==> config.mk <==
export PLATFORM = sky130hd
export DESIGN_NAME = if_fetch_stage
export DESIGN_NICKNAME = d
export VERILOG_FILES = /design/src/rtl/rv32_pipe_pkg.sv /design/src/rtl/if_fetch_ctrl.sv /design/src/rtl/if_fetch_stage.sv
export SDC_FILE = /design/constraint.sdc
export NUM_CORES = 1
export LEC_CHECK = 0
export CAP_MARGIN = 30
export CELL_PAD_IN_SITES_DETAIL_PLACEMENT = 0
export CELL_PAD_IN_SITES_GLOBAL_PLACEMENT = 1
export CORE_ASPECT_RATIO = 0.8
export CORE_UTILIZATION = 33
export CTS_CLUSTER_SIZE = 24
export DETAILED_ROUTE_END_ITERATION = 7
export GPL_TIMING_DRIVEN = 1
export PLACE_DENSITY = 0.87
export RECOVER_POWER = 25
export SLEW_MARGIN = 20
export SYNTH_ARGS = -nofsm -noshare
export SYNTH_HDL_FRONTEND = slang
export SYNTH_SLANG_ARGS = --single-unit
==> constraint.sdc <==
create_clock -name clk -period 2.3 [get_ports clk]
set_clock_uncertainty 0.2 [all_clocks]
set_input_delay 0.345 -clock clk [delete_from_list [all_inputs] [get_ports clk]]
set_output_delay 0.345 -clock clk [all_outputs]
set_load 0.01 [all_outputs]
==> src/rtl/rv32_pipe_pkg.sv <==
// Shared definitions for the RV32 pipeline: the NOP bubble, the reset PC default
// and the encodings used by the fetch stage.
package rv32_pipe_pkg;

  localparam logic [31:0] NOP_INSTR        = 32'h0000_0013;
  localparam logic [31:0] RESET_PC_DEFAULT = 32'h0000_0000;

  typedef enum logic [1:0] {
    FETCH = 2'd0,
    HOLD  = 2'd1,
    KILL  = 2'd2
  } fetch_state_e;

  // Next-PC source chosen by the fetch controller.
  typedef enum logic [1:0] {
    PC_KEEP  = 2'd0,
    PC_INC   = 2'd1,
    PC_REDIR = 2'd2,
    PC_TGT   = 2'd3
  } pc_sel_e;

endpackage

==> src/rtl/if_fetch_ctrl.sv <==
// Fetch-stage controller: FETCH/HOLD/KILL state register plus the decode of
// request, valid and datapath load/select strobes.
module if_fetch_ctrl
  import rv32_pipe_pkg::*;
(
  input  logic         clk,
  input  logic         rst,
  input  logic         imem_ack_i,
  input  logic         stall_f_i,
  input  logic         redirect_i,
  output fetch_state_e state_o,
  output logic         imem_req_o,
  output logic         valid_o,
  output logic         hold_load_o,
  output logic         tgt_load_o,
  output pc_sel_e      pc_sel_o
);

  fetch_state_e state_q, state_d;

  always_comb begin
    // NOTE: every output gets a default first so no path through the case infers a latch.
    state_d     = state_q;
    imem_req_o  = 1'b0;
    valid_o     = 1'b0;
    hold_load_o = 1'b0;
    tgt_load_o  = 1'b0;
    pc_sel_o    = PC_KEEP;

    case (state_q)
      FETCH: begin
        imem_req_o = 1'b1;
        if (imem_ack_i) begin
          if (redirect_i) begin
            pc_sel_o = PC_REDIR;
          end else begin
            valid_o = 1'b1;
            if (stall_f_i) begin
              hold_load_o = 1'b1;
              state_d     = HOLD;
            end else begin
              pc_sel_o = PC_INC;
            end
          end
        end else if (redirect_i) begin
          // The address must not move mid-request, so park the target until the ack.
          tgt_load_o = 1'b1;
          state_d    = KILL;
        end
      end

      HOLD: begin
        if (redirect_i) begin
          pc_sel_o = PC_REDIR;
          state_d  = FETCH;
        end else begin
          valid_o = 1'b1;
          if (!stall_f_i) begin
            pc_sel_o = PC_INC;
            state_d  = FETCH;
          end
        end
      end

      KILL: begin
        imem_req_o = 1'b1;
        tgt_load_o = redirect_i;
        if (imem_ack_i) begin
          pc_sel_o = redirect_i ? PC_REDIR : PC_TGT;
          state_d  = FETCH;
        end
      end

      default: state_d = FETCH;
    endcase

    if (rst) begin
      imem_req_o = 1'b0;
      valid_o    = 1'b0;
    end
  end

  always_ff @(posedge clk) begin
    // NOTE: sequential state uses non-blocking assignments so all flops update together.
    if (rst) state_q <= FETCH;
    else     state_q <= state_d;
  end

  assign state_o = state_q;

endmodule

==> src/rtl/if_fetch_stage.sv <==
// RV32 instruction-fetch stage: PC, one-entry hold buffer and pending-redirect
// target, feeding {pc, instruction, valid} to the IF/ID register.
module if_fetch_stage
  import rv32_pipe_pkg::*;
#(
  parameter int unsigned          DATAWIDTH = 32,
  parameter logic [DATAWIDTH-1:0] RESET_PC  = RESET_PC_DEFAULT
) (
  input  logic                 clk,
  input  logic                 rst,
  output logic                 imem_req,
  output logic [DATAWIDTH-1:0] imem_addr,
  input  logic                 imem_ack,
  input  logic [DATAWIDTH-1:0] imem_rdata,
  input  logic                 stall_f,
  input  logic                 redirect,
  input  logic [DATAWIDTH-1:0] redirect_pc,
  output logic [DATAWIDTH-1:0] pcf_out,
  output logic [DATAWIDTH-1:0] instf_out,
  output logic                 validf_out
);

  logic [DATAWIDTH-1:0] pc_q, hold_q, tgt_q;
  logic [DATAWIDTH-1:0] redirect_al;
  fetch_state_e         state;
  logic                 hold_load, tgt_load;
  pc_sel_e              pc_sel;

  assign redirect_al = {redirect_pc[DATAWIDTH-1:2], 2'b00};

  if_fetch_ctrl u_ctrl (
    .clk        (clk),
    .rst        (rst),
    .imem_ack_i (imem_ack),
    .stall_f_i  (stall_f),
    .redirect_i (redirect),
    .state_o    (state),
    .imem_req_o (imem_req),
    .valid_o    (validf_out),
    .hold_load_o(hold_load),
    .tgt_load_o (tgt_load),
    .pc_sel_o   (pc_sel)
  );

  always_ff @(posedge clk) begin
    if (rst) begin
      pc_q   <= RESET_PC;
      hold_q <= '0;
      tgt_q  <= '0;
    end else begin
      case (pc_sel)
        PC_INC:   pc_q <= pc_q + DATAWIDTH'(4);
        PC_REDIR: pc_q <= redirect_al;
        PC_TGT:   pc_q <= tgt_q;
        default:  pc_q <= pc_q;
      endcase
      if (hold_load) hold_q <= imem_rdata;
      if (tgt_load)  tgt_q  <= redirect_al;
    end
  end

  assign imem_addr = pc_q;
  assign pcf_out   = pc_q;

  // A bubble is a real NOP, so IF/ID never needs its own valid bit.
  always_comb begin
    instf_out = DATAWIDTH'(NOP_INSTR);
    if (validf_out) instf_out = (state == HOLD) ? hold_q : imem_rdata;
  end

endmodule
==> metrics.md, run 1 <==
| Metric | Value |
|---|---|
| Routed Wire Length | `18200 um` |
| FF+latch count, synth | `94` |
| Maximum vdd drop | `0.331 mV` |
| Hold Startpoint | `tgt_q[25]` |
| Initial DRC Count | `571` |
| DRT Pass-1 Iters | `5` |
| Launching element type of the critical path | `flop` |
| Power per cell area | `~570 mW/mm^2` |
| Critical path's largest stage delay | `~0.48 ns` |
| Max-slew violation count | `0` |
| Cell taking the most area after synthesis | `dfxtp_1` |
| Vias/cell | `5.22` |
| Core box area | `0.0157 mm^2` |
| Seq/Total Area, Yosys | `35.4%` |
| Net count, final | `between 900 and 1000` |
| Ant diodes | `0` |
| Number of global-route vias before repair | `about 5200` |
| DRC Markers | `0` |
| Main synth FF type | `dfxtp_1` |
| Max Cap Viol | `0` |
| Top fanout value on the critical path | `7` |
| Placed cell count | `1104` |
| Status | `finished with violations` |
| Count of input and output buffers | `160` |
| Avg WL per Cell | `16.2 um` |
| HPWL Detailed | `13300 um` |
| YS warnings | `0` |
| Die width | `approximately 140 um` |
| Slew margin rel. | `roughly 60%` |
| Share of cells above drive strength 1 | `21.8%` |
| Setup_tns | `-0.797 ns` |
| Total gr overflow | `0` |
| GRT met2 Usage | `31.5%` |
| CTS Buf Count | `9` |
| CTS tree | `yes` |
| Cell Rows | `about 40` |
| Busiest grt layer | `met1` |
| Final period utilization | `103%` |
| Fin cells | `1125` |
| Setup WS pre-CTS | `-0.597 ns` |
| LEAKAGE | `~0.003 uW` |
| Failing checks | `negative setup slack` |
| Post-synth EDFFs | `0` |
| Post-synthesis cell area | `0.00531 mm^2` |
| Initial Util | `33.7%` |
| Unrepaired setup endpoints after global routing | `yes` |
| Share of the synthesized area in the top cell type | `35.4%` |
| Initial antenna violation count | `0` |
| Final setup vio count | `27` |
| RD Place Congestion | `0.844` |
| Largest net degree at the start of global routing | `53` |
| Synth async-reset ratio | `0%` |
| Hold Path Class | `flop to flop` |
| Die ar. | `0.0166 mm^2` |
| CP Data Arrival Time | `~1.8 ns` |
| Total Routing Usage GR | `21.4%` |
| Worst Hold Path EP | `tgt_q[25]` |
| Height of the die | `115 um` |
| Critical Path, Cell by Cell | `or2_1 > or3_4 > clkbuf_16 > a21oi_4 > buf_6` |
| R2R Path End | `imem_addr[8]` |
| Largest cells by area after synthesis | `dfxtp_1 (35%), nand2_1 (14%), a21oi_1 (11%)` |
| Slew @ Worst Pin | `around 0.60 ns` |
| First-pass GRT wire length | `27600 um` |
| Met1 usage | `32.3%` |
| Synthesis-to-finish area growth | `47.5%` |
| Synth cell types | `approximately 70` |
| Depth of the worst hold-timing path | `2` |
| Required @ worst endpoint | `1.75 ns` |
| Reg2reg path depth | `8` |
| Crit end category | `output port` |
| Fin Hold WS | `around 0.25 ns` |
| Setup WS post-layout | `-0.0622 ns` |
| Root buffer cell | `clkbuf_16` |
| Fmax | `between 400 and 500 MHz` |
| Skew-Pair Late Insertion Delay | `between 0.3 and 0.4 ns` |
| Slowest cell on the critical path | `or3_4` |
| R2r startpoint | `u_ctrl.state_o[0]` |
| Final Hold Viols | `0` |
| R2R Setup Slk | `0.05 ns` |
| M3 GR Usage | `4.09%` |
| Post-layout minimum cycle time | `2.36 ns` |
| DRT antenna net count | `0` |
| CP Class | `flop to output port` |
| CTS max path bufs | `2` |
| Syn_area_per_cell | `7.30 um^2` |
| Cell count after synthesis | `728` |
| Routed via count | `roughly 5900` |
| CTS H-tree depth | `3` |
| Ports | `roughly 170` |
| # clock sinks | `94` |
| Clock transition at path regs | `0.07 ns` |
[Yosys cell counts, types with 8 or more instances]
master and n:
o22ai_1 10, dfxtp_1 94, nand3_1 19, a21oi_1 118, and4_1 8, nand4_1 10, nor2_1 21, nor3_1 12
clkbuf_1 30, buf_4 37, buf_2 18, nand2_1 202, o21ai_0 15
[layer usage]
layer	wire, um	part of all wire (%)
met5	0	0
met4	166	0.91
met3	1210	6.6
met2	7910	43
met1	8970	49
[state kept, by name (all words and copies together) (netlist names)]
signal          flops
imem_addr          30
hold_q             32
tgt_q              30
u_ctrl.state_o      2
[layout by cell type (no fill, tap or decap), types with 4 or more instances in the layout]
cell type / netlist / final
a211oi_1: 5 / 5
a21oi_1: 118 / 90
a21oi_2: 1 / 28
a221oi_1: 4 / 4
a311oi_1: 4 / 4
a31oi_1: 4 / 4
and3_1: 7 / 7
and4_1: 8 / 8
buf_12: 0 / 9
buf_2: 18 / 29
buf_4: 37 / 77
clkbuf_16: 0 / 11
clkbuf_2: 0 / 4
clkdlybuf4s50_1: 0 / 125
conb_1: 1 / 4
dfxtp_1: 94 / 93
inv_1: 7 / 6
mux2i_1: 7 / 7
nand2_1: 202 / 202
nand3_1: 19 / 18
nand4_1: 10 / 10
nor2_1: 21 / 21
nor3_1: 12 / 12
o21a_1: 6 / 6
o21ai_0: 15 / 15
o21ai_1: 4 / 4
o221ai_1: 7 / 7
o22ai_1: 10 / 10
or2_2: 5 / 5
[what timing repair did]
action                                  in CTS  in global routing
endpoints found under the hold margin        0                  0
pin swaps                                    0                  2
hold buffers                                 0                  0
resized for setup                          131                 38
endpoints found under the setup margin      33                 35
cloned                                       0                  3
buffers inserted                             1                  1
[worst max-delay path, delay by kind of cell (launching register included)]
kind            cells  cell delay (ns)
simple gates        2             0.69
compound gates      1             0.13
flops               1             0.32
buf+inv             2             0.33
[how the worst max path moves through the flow]
stage / from / to / slack, ns
5_1_grt: u_ctrl.state_o[1] / instf_out[15] / -0.12
6_report: u_ctrl.state_o[1] / instf_out[15] / -0.06
2_1_floorplan: redirect / instf_out[21] / 0.03
4_1_cts: u_ctrl.state_o[1] / instf_out[0] / -0.01
3_3_place_gp: redirect / instf_out[28] / -0.52
3_5_place_dp: redirect / instf_out[13] / -0.60
[cells by family after synthesis]
logic type                 Yosys count  share of synthesized area, %
DFF                                 94                          35.4
adders and majority gates            1                         0.236
and+or+nand+nor                    312                          27.0
xor gates and xnor gates             4                         0.660
muxes                                9                          1.74
AOI/OAI and AO/OA                  212                          25.1
buffers and inverters               95                          9.75
other                                1                        0.0706
[per-stage QoR]
| stage | cell area, um^2 | total power (uW) | util [%] |
|---|---|---|---|
| 6_report | 7840 | 4500 | 49.7 |
| 3_3_place_gp | 7460 | 2960 | 47.4 |
| 2_1_floorplan | 5320 | 2390 | - |
| 5_1_grt | 7840 | 4700 | 49.7 |
| 3_5_place_dp | 7460 | 2970 | 47.4 |
| 4_1_cts | 7670 | 4510 | 48.7 |
[power by group]
group,leakage [uW],total (uW),internal (uW),switching [uW]
clock network,0.000147,1540,880,659
logic,0.00209,1140,593,545
registers,0.000771,1820,1730,92.9
total,0.00300,4500,3200,1300
[cell type report]
cell class | instances | area [um^2]
well taps | 215 | 269
clock inverters | 4 | 56.3
inverters | 8 | 32.5
repair buffers | 250 | 2270
multi-input cells | 542 | 3080
flip-flops and latches | 94 | 1880
fillers | 1606 | 7910
clock buffers | 12 | 246
No activity file was read; power rests on OpenSTA's default activity.
==> run 2, diff against run 1 <==
--- a/config.mk
+++ b/config.mk
@@ -9,6 +9,7 @@
 export CELL_PAD_IN_SITES_DETAIL_PLACEMENT = 0
 export CELL_PAD_IN_SITES_GLOBAL_PLACEMENT = 1
 export CORE_ASPECT_RATIO = 0.8
+export CORE_MARGIN = 2
 export CORE_UTILIZATION = 33
 export CTS_CLUSTER_SIZE = 24
 export DETAILED_ROUTE_END_ITERATION = 7
==> run 2 against run 1 <==
Against the previous run: the run still ends with negative setup slack left; register-to-register slack gained 0.06 ns; combinational power is essentially flat; power is 1.8% lower; critical endpoint is now instf_out[26]; highest routed layer unchanged.
==> metrics.md, run 2 (same netlist as run 1, synthesis figures left out) <==
| Metric | Value |
|---|---|
| Share of cells above drive strength 1 | `22.1%` |
| CP Data Arrival Time | `~1.8 ns` |
| Initial DRC Count | `between 400 and 500` |
| Critical Path, Cell by Cell | `or2_1 > or3_4 > clkbuf_16 > a21oi_1 > buf_2` |
| Ports | `167` |
| Hold Path Class | `flop to flop` |
| Vias/cell | `5.17` |
| Post-layout minimum cycle time | `2.35 ns` |
| Slew margin rel. | `60.0%` |
| Sequential power share | `41.5%` |
| Setup_tns | `-0.313 ns` |
| Setup WS pre-CTS | `-0.494 ns` |
| Core box area | `0.0157 mm^2` |
| Largest delay share family, worst path | `simple AND/OR/NAND/NOR gates` |
| CTS Buf Count | `9` |
| Height of the die | `117 um` |
| CP Class | `flop to output port` |
| Sw Share | `28.7%` |
| Net switching power figure | `roughly 1300 uW` |
| Status | `finished with violations` |
| Initial Util | `33.7%` |
| Critical path's largest stage delay | `0.45 ns` |
| Maximum vdd drop | `around 0.32 mV` |
| Avg WL per Cell | `16.4 um` |
| Final setup vio count | `24` |
| Power per cell area | `562 mW/mm^2` |
| Unrepaired setup endpoints after global routing | `yes` |
| Slowest cell on the critical path | `or3_4` |
| Most common cell after layout, fill and taps aside | `nand2_1` |
| Number of global-route vias before repair | `5251` |
| Multi-input logic area | `0.00308 mm^2` |
| Max Cap Viol | `0` |
| Die width | `146 um` |
| LEAKAGE | `0.00303 uW` |
| Synthesis-to-finish area growth | `48.1%` |
| CTS max path bufs | `2` |
| CTS tree | `yes` |
| Skew-Pair Late Insertion Delay | `0.35 ns` |
| Clock power share | `32.9%` |
| Total gr overflow | `0` |
| Count of input and output buffers | `160` |
| Largest register FFs | `32` |
| Reg with most FFs | `hold_q` |
| # fillers | `~1600` |
| Crit end category | `output port` |
| Most frequent cells in the layout | `nand2_1 (202), clkdlybuf4s50_1 (125), dfxtp_1 (93)` |
| Net count, final | `979` |
| Register area | `0.00188 mm^2` |
| Largest net degree at the start of global routing | `55` |
| CTS H-tree depth | `3` |
| Final period utilization | `102%` |
| Required @ worst endpoint | `1.75 ns` |
| Fmax | `426 MHz` |
| HPWL Detailed | `13200 um` |
| Total Routing Usage GR | `between 20 and 25%` |
| Max-slew violation count | `0` |
| Busiest grt layer | `met1` |
| RD Place Congestion | `between 0.8 and 0.9` |
| Root buffer cell | `clkbuf_16` |
| Top fanout value on the critical path | `7` |
| Routed Wire Length | `~18000 um` |
| Setup WS post-layout | `-0.0493 ns` |
| Failing checks | `negative setup slack` |
| Buf/Inv on CP | `2` |
| Launching element type of the critical path | `flop` |
| Final Hold Viols | `0` |
| Die ar. | `between 0.015 and 0.02 mm^2` |
| M3 GR Usage | `under 10%` |
| P_int | `~3200 uW` |
| Slew @ Worst Pin | `approximately 0.60 ns` |
| # hold bufs at CTS | `0` |
| Combinational share of power | `25.6%` |
| DRC Markers | `0` |
| # clock sinks | `94` |
| Initial antenna violation count | `0` |
| GRT met2 Usage | `29.5%` |
| Cell Rows | `a little over 40` |
| Ant diodes | `0` |
| DRT Pass-1 Iters | `5` |
| Met1 usage | `31.4%` |
| DRT antenna net count | `0` |
| Routed via count | `5824` |
| First-pass GRT wire length | `28500 um` |
| Clock transition at path regs | `about 0.06 ns` |
-- run 2: cell types whose count changed in the layout (fill, tap and decap cells not counted), sizes merged --
cell      before  now
buf          118  127
clkinvlp       0    1
inv            8    7
clkbuf        18   10
clkinv         3    4
-- run 2: metrics by stage --
step | util (%) | instances | area (um^2) | power (uW) | hold WS [ns]
floorplan | - | 731 | 5320 | 2390 | 0.232
global placement | 47.7 | 1108 | 7510 | 2960 | 0.241
detailed placement | 47.7 | 1108 | 7510 | 2970 | 0.244
CTS | 49.0 | 1126 | 7710 | 4430 | 0.253
global route | 50.0 | 1127 | 7870 | 4630 | 0.275
finish | 50.0 | 1127 | 7870 | 4420 | 0.252
-- run 2: power groups by stage --
stage / combinational [uW] / clock, uW / sequential, uW
3_5_place_dp: 1100 / 0 / 1870
6_report: 1130 / 1450 / 1830
4_1_cts: 1110 / 1490 / 1830
3_3_place_gp: 1100 / 0 / 1860
2_1_floorplan: 507 / 0 / 1880
5_1_grt: 1210 / 1560 / 1850
-- run 2: worst paths after layout --
path	from	endpoint	slack [ns]	cells after the start
worst max-delay path	u_ctrl.state_o[1]	instf_out[26]	-0.05	5
worst min-delay path	tgt_q[18]	tgt_q[18]	0.25	2
worst max register to register	imem_addr[2]	imem_addr[26]	0.11	6
worst min register to register	tgt_q[18]	tgt_q[18]	0.25	2
-- run 2: final cells by class --
cell class / count / area share (%)
clock buffers: 9 / 2.86
inverters: 8 / 0.541
repair buffers: 254 / 29.4
multi-input cells: 542 / 39.2
clock inverters: 5 / 0.668
well taps: 215 / 3.42
flip-flops and latches: 94 / 23.9
-- run 2: worst min-delay path, stage by stage (launching register included) --
cell     delay (ns)
dfxtp_1        0.31
nand2_1        0.05
a21oi_1        0.05
-- run 2: per-layer routing --
| layer | vias to the layer above | share of wire [%] |
|---|---|---|
| met1 | 2746 | 49 |
| li1 | 2880 | - |
| met2 | 183 | 44 |
| met3 | 15 | 6.2 |
| met4 | 0 | 1.0 |
| met5 | - | 0 |
-- run 2: repair_timing --
| action | 4_1_cts | 5_1_grt |
|---|---|---|
| buffers inserted | 2 | 2 |
| pin swaps | 0 | 2 |
| gates cloned | 2 | 1 |
| endpoints found under the setup margin | 33 | 36 |
| resized for setup | 139 | 41 |
==> run 3, diff against run 2 <==
--- a/config.mk
+++ b/config.mk
@@ -14,6 +14,7 @@
 export CTS_CLUSTER_SIZE = 24
 export DETAILED_ROUTE_END_ITERATION = 7
 export GPL_TIMING_DRIVEN = 1
+export MAX_ROUTING_LAYER = met4
 export PLACE_DENSITY = 0.87
 export RECOVER_POWER = 25
 export SLEW_MARGIN = 20
==> run 3 against run 2 <==
Against the previous run: the run still ends with negative setup slack left; worst hold slack about the same; sequential share of layout area unchanged; core utilization unchanged; power about the same; sequential power about the same; critical endpoint unchanged; largest cell class unchanged; largest power group unchanged.
==> metrics.md, run 3 (same netlist as run 1, synthesis figures left out) <==
| Metric | Value |
|---|---|
| R2R Setup Slk | `roughly 0.14 ns` |
| LEAKAGE | `just over 0.003 uW` |
| Combinational share of power | `25.7%` |
| Die width | `146 um` |
| Final period utilization | `102%` |
| Largest register FFs | `32` |
| Routed Wire Length | `around 18000 um` |
| Setup WS post-layout | `-0.0544 ns` |
| Net switching power figure | `1260 uW` |
| Depth of the worst hold-timing path | `2` |
| Clock transition at path regs | `0.06 ns` |
| Power per cell area | `561 mW/mm^2` |
| Slew margin rel. | `60.0%` |
| Height of the die | `117 um` |
| Die ar. | `0.0171 mm^2` |
| Largest net degree at the start of global routing | `55` |
| Max-slew violation count | `0` |
| Worst Hold Path EP | `tgt_q[18]` |
| Total Routing Usage GR | `21.3%` |
| Number of global-route vias before repair | `around 5200` |
| Post-Layout Inst Area | `0.00787 mm^2` |
| Critical path's largest stage delay | `0.46 ns` |
| Ports | `167` |
| Total gr overflow | `0` |
| P_int | `approximately 3200 uW` |
| Reg2reg path depth | `8` |
| Sw Share | `28.6%` |
| Reg with most FFs | `hold_q` |
| Slew @ Worst Pin | `between 0.5 and 0.6 ns` |
| # clock sinks | `94` |
| Share of cells above drive strength 1 | `22.1%` |
| Synthesis-to-finish area growth | `48.1%` |
| Buf/Inv on CP | `2` |
| Hold Startpoint | `tgt_q[18]` |
| Ant diodes | `0` |
| R2R Path End | `imem_addr[24]` |
| CP Class | `flop to output port` |
| Initial DRC Count | `438` |
| # fillers | `around 1600` |
| Hold Path Class | `flop to flop` |
| Slowest cell on the critical path | `or3_4` |
| First-pass GRT wire length | `28500 um` |
| Failing checks | `negative setup slack` |
| Count of input and output buffers | `160` |
| CP Data Arrival Time | `1.81 ns` |
| Sequential power share | `41.5%` |
| Crit end category | `output port` |
| Initial Util | `approximately a third` |
| R2r startpoint | `u_ctrl.state_o[0]` |
| Max Cap Viol | `0` |
| CTS max path bufs | `2` |
| Initial antenna violation count | `0` |
| Avg WL per Cell | `between 15 and 20 um` |
| Root buffer cell | `clkbuf_16` |
| Routed via count | `5857` |
| Final setup vio count | `25` |
| Skew-Pair Late Insertion Delay | `0.34 ns` |
| Unrepaired setup endpoints after global routing | `yes` |
| Top fanout value on the critical path | `7` |
| Dpl cell area | `approximately 0.0075 mm^2` |
| Cell Rows | `41` |
| CTS H-tree depth | `3` |
| CTS Buf Count | `9` |
| Maximum vdd drop | `0.315 mV` |
| Most common cell after layout, fill and taps aside | `nand2_1` |
| HPWL Detailed | `between 10000 and 15000 um` |
| Final Hold Viols | `0` |
| DRC Markers | `0` |
| RD Place Congestion | `0.871` |
| Core box area | `0.0157 mm^2` |
| Required @ worst endpoint | `1.75 ns` |
| DRT Pass-1 Iters | `5` |
| Fmax | `about 420 MHz` |
| Critical Path, Cell by Cell | `or2_1 > or3_4 > clkbuf_16 > a21oi_1 > buf_2` |
| CTS tree | `yes` |
| Largest delay share family, worst path | `simple AND/OR/NAND/NOR gates` |
| Most frequent cells in the layout | `nand2_1 (202), clkdlybuf4s50_1 (125), dfxtp_1 (93)` |
| DRT antenna net count | `0` |
| # hold bufs at CTS | `0` |
| Status | `finished with violations` |
| Net count, final | `979` |
| Clock power share | `32.8%` |
| Fin util | `50.0%` |
| Post-layout minimum cycle time | `2.35 ns` |
| Vias/cell | `5.20` |
| Launching element type of the critical path | `flop` |
==> run 3: cell counts in the layout (fill, tap and decap cells not counted) <==
No cell type changed its count.
==> run 3: cell type report <==
class | instances | area (um^2) | share of cell area, %
inverters | 8 | 42.5 | 0.541
multi-input cells | 542 | 3080 | 39.2
clock inverters | 5 | 52.6 | 0.668
repair buffers | 254 | 2310 | 29.4
flip-flops and latches | 94 | 1880 | 23.9
clock buffers | 9 | 225 | 2.86
well taps | 215 | 269 | 3.42
==> run 3: worst max path at each step <==
stage | from | endpoint | slack [ns] | depth (start not counted)
global placement | redirect | instf_out[0] | -0.44 | 7
global route | u_ctrl.state_o[1] | instf_out[26] | -0.09 | 5
finish | u_ctrl.state_o[1] | instf_out[26] | -0.05 | 5
CTS | u_ctrl.state_o[1] | instf_out[17] | -0.12 | 6
floorplan | redirect | instf_out[21] | 0.03 | 7
detailed placement | redirect | instf_out[0] | -0.49 | 7
==> run 3: worst register-to-register path: stages, from the launching register on <==
cell      delay, ns
dfxtp_1        0.35
buf_4          0.17
nor2b_4        0.18
buf_4          0.19
o211ai_2       0.13
buf_12         0.16
o22ai_1        0.36
a21oi_1        0.12
o21a_1         0.19
==> run 3: layer usage <==
| metal | GRT usage (%) | vias up | wire [um] |
|---|---|---|---|
| li1 | - | 2883 | - |
| met1 | 31.5 | 2750 | 9130 |
| met2 | 29.6 | 205 | 7960 |
| met3 | 4.81 | 19 | 1190 |
| met4 | 4.17 | 0 | 215 |
| met5 | - | - | 0 |
==> run 3: through the flow <==
step	worst slack, ns	setup TNS, ns	hold WS (ns)	instances	power (uW)
after floorplan	0.0280	0	0.232	731	2390
after global placement	-0.438	-16.72	0.241	1108	2960
after detailed placement	-0.494	-18.64	0.244	1108	2970
after CTS	-0.115	-0.876	0.253	1126	4430
after global routing	-0.0851	-1.90	0.275	1127	4630
final	-0.0544	-0.501	0.252	1127	4420
==> run 3: power by group through the flow <==
stage	Clock (uW)	Combinational [uW]	Sequential [uW]
2_1_floorplan	0	507	1880
3_3_place_gp	0	1100	1860
3_5_place_dp	0	1100	1870
4_1_cts	1490	1110	1830
5_1_grt	1560	1210	1850
6_report	1450	1130	1830
==> run 3: timing repair <==
action,in CTS,in global routing
setup buffers,2,2
gates resized for setup,139,41
setup endpoints to repair,33,36
hold endpoints to repair,0,0
pin swaps,0,2
gates cloned,2,1
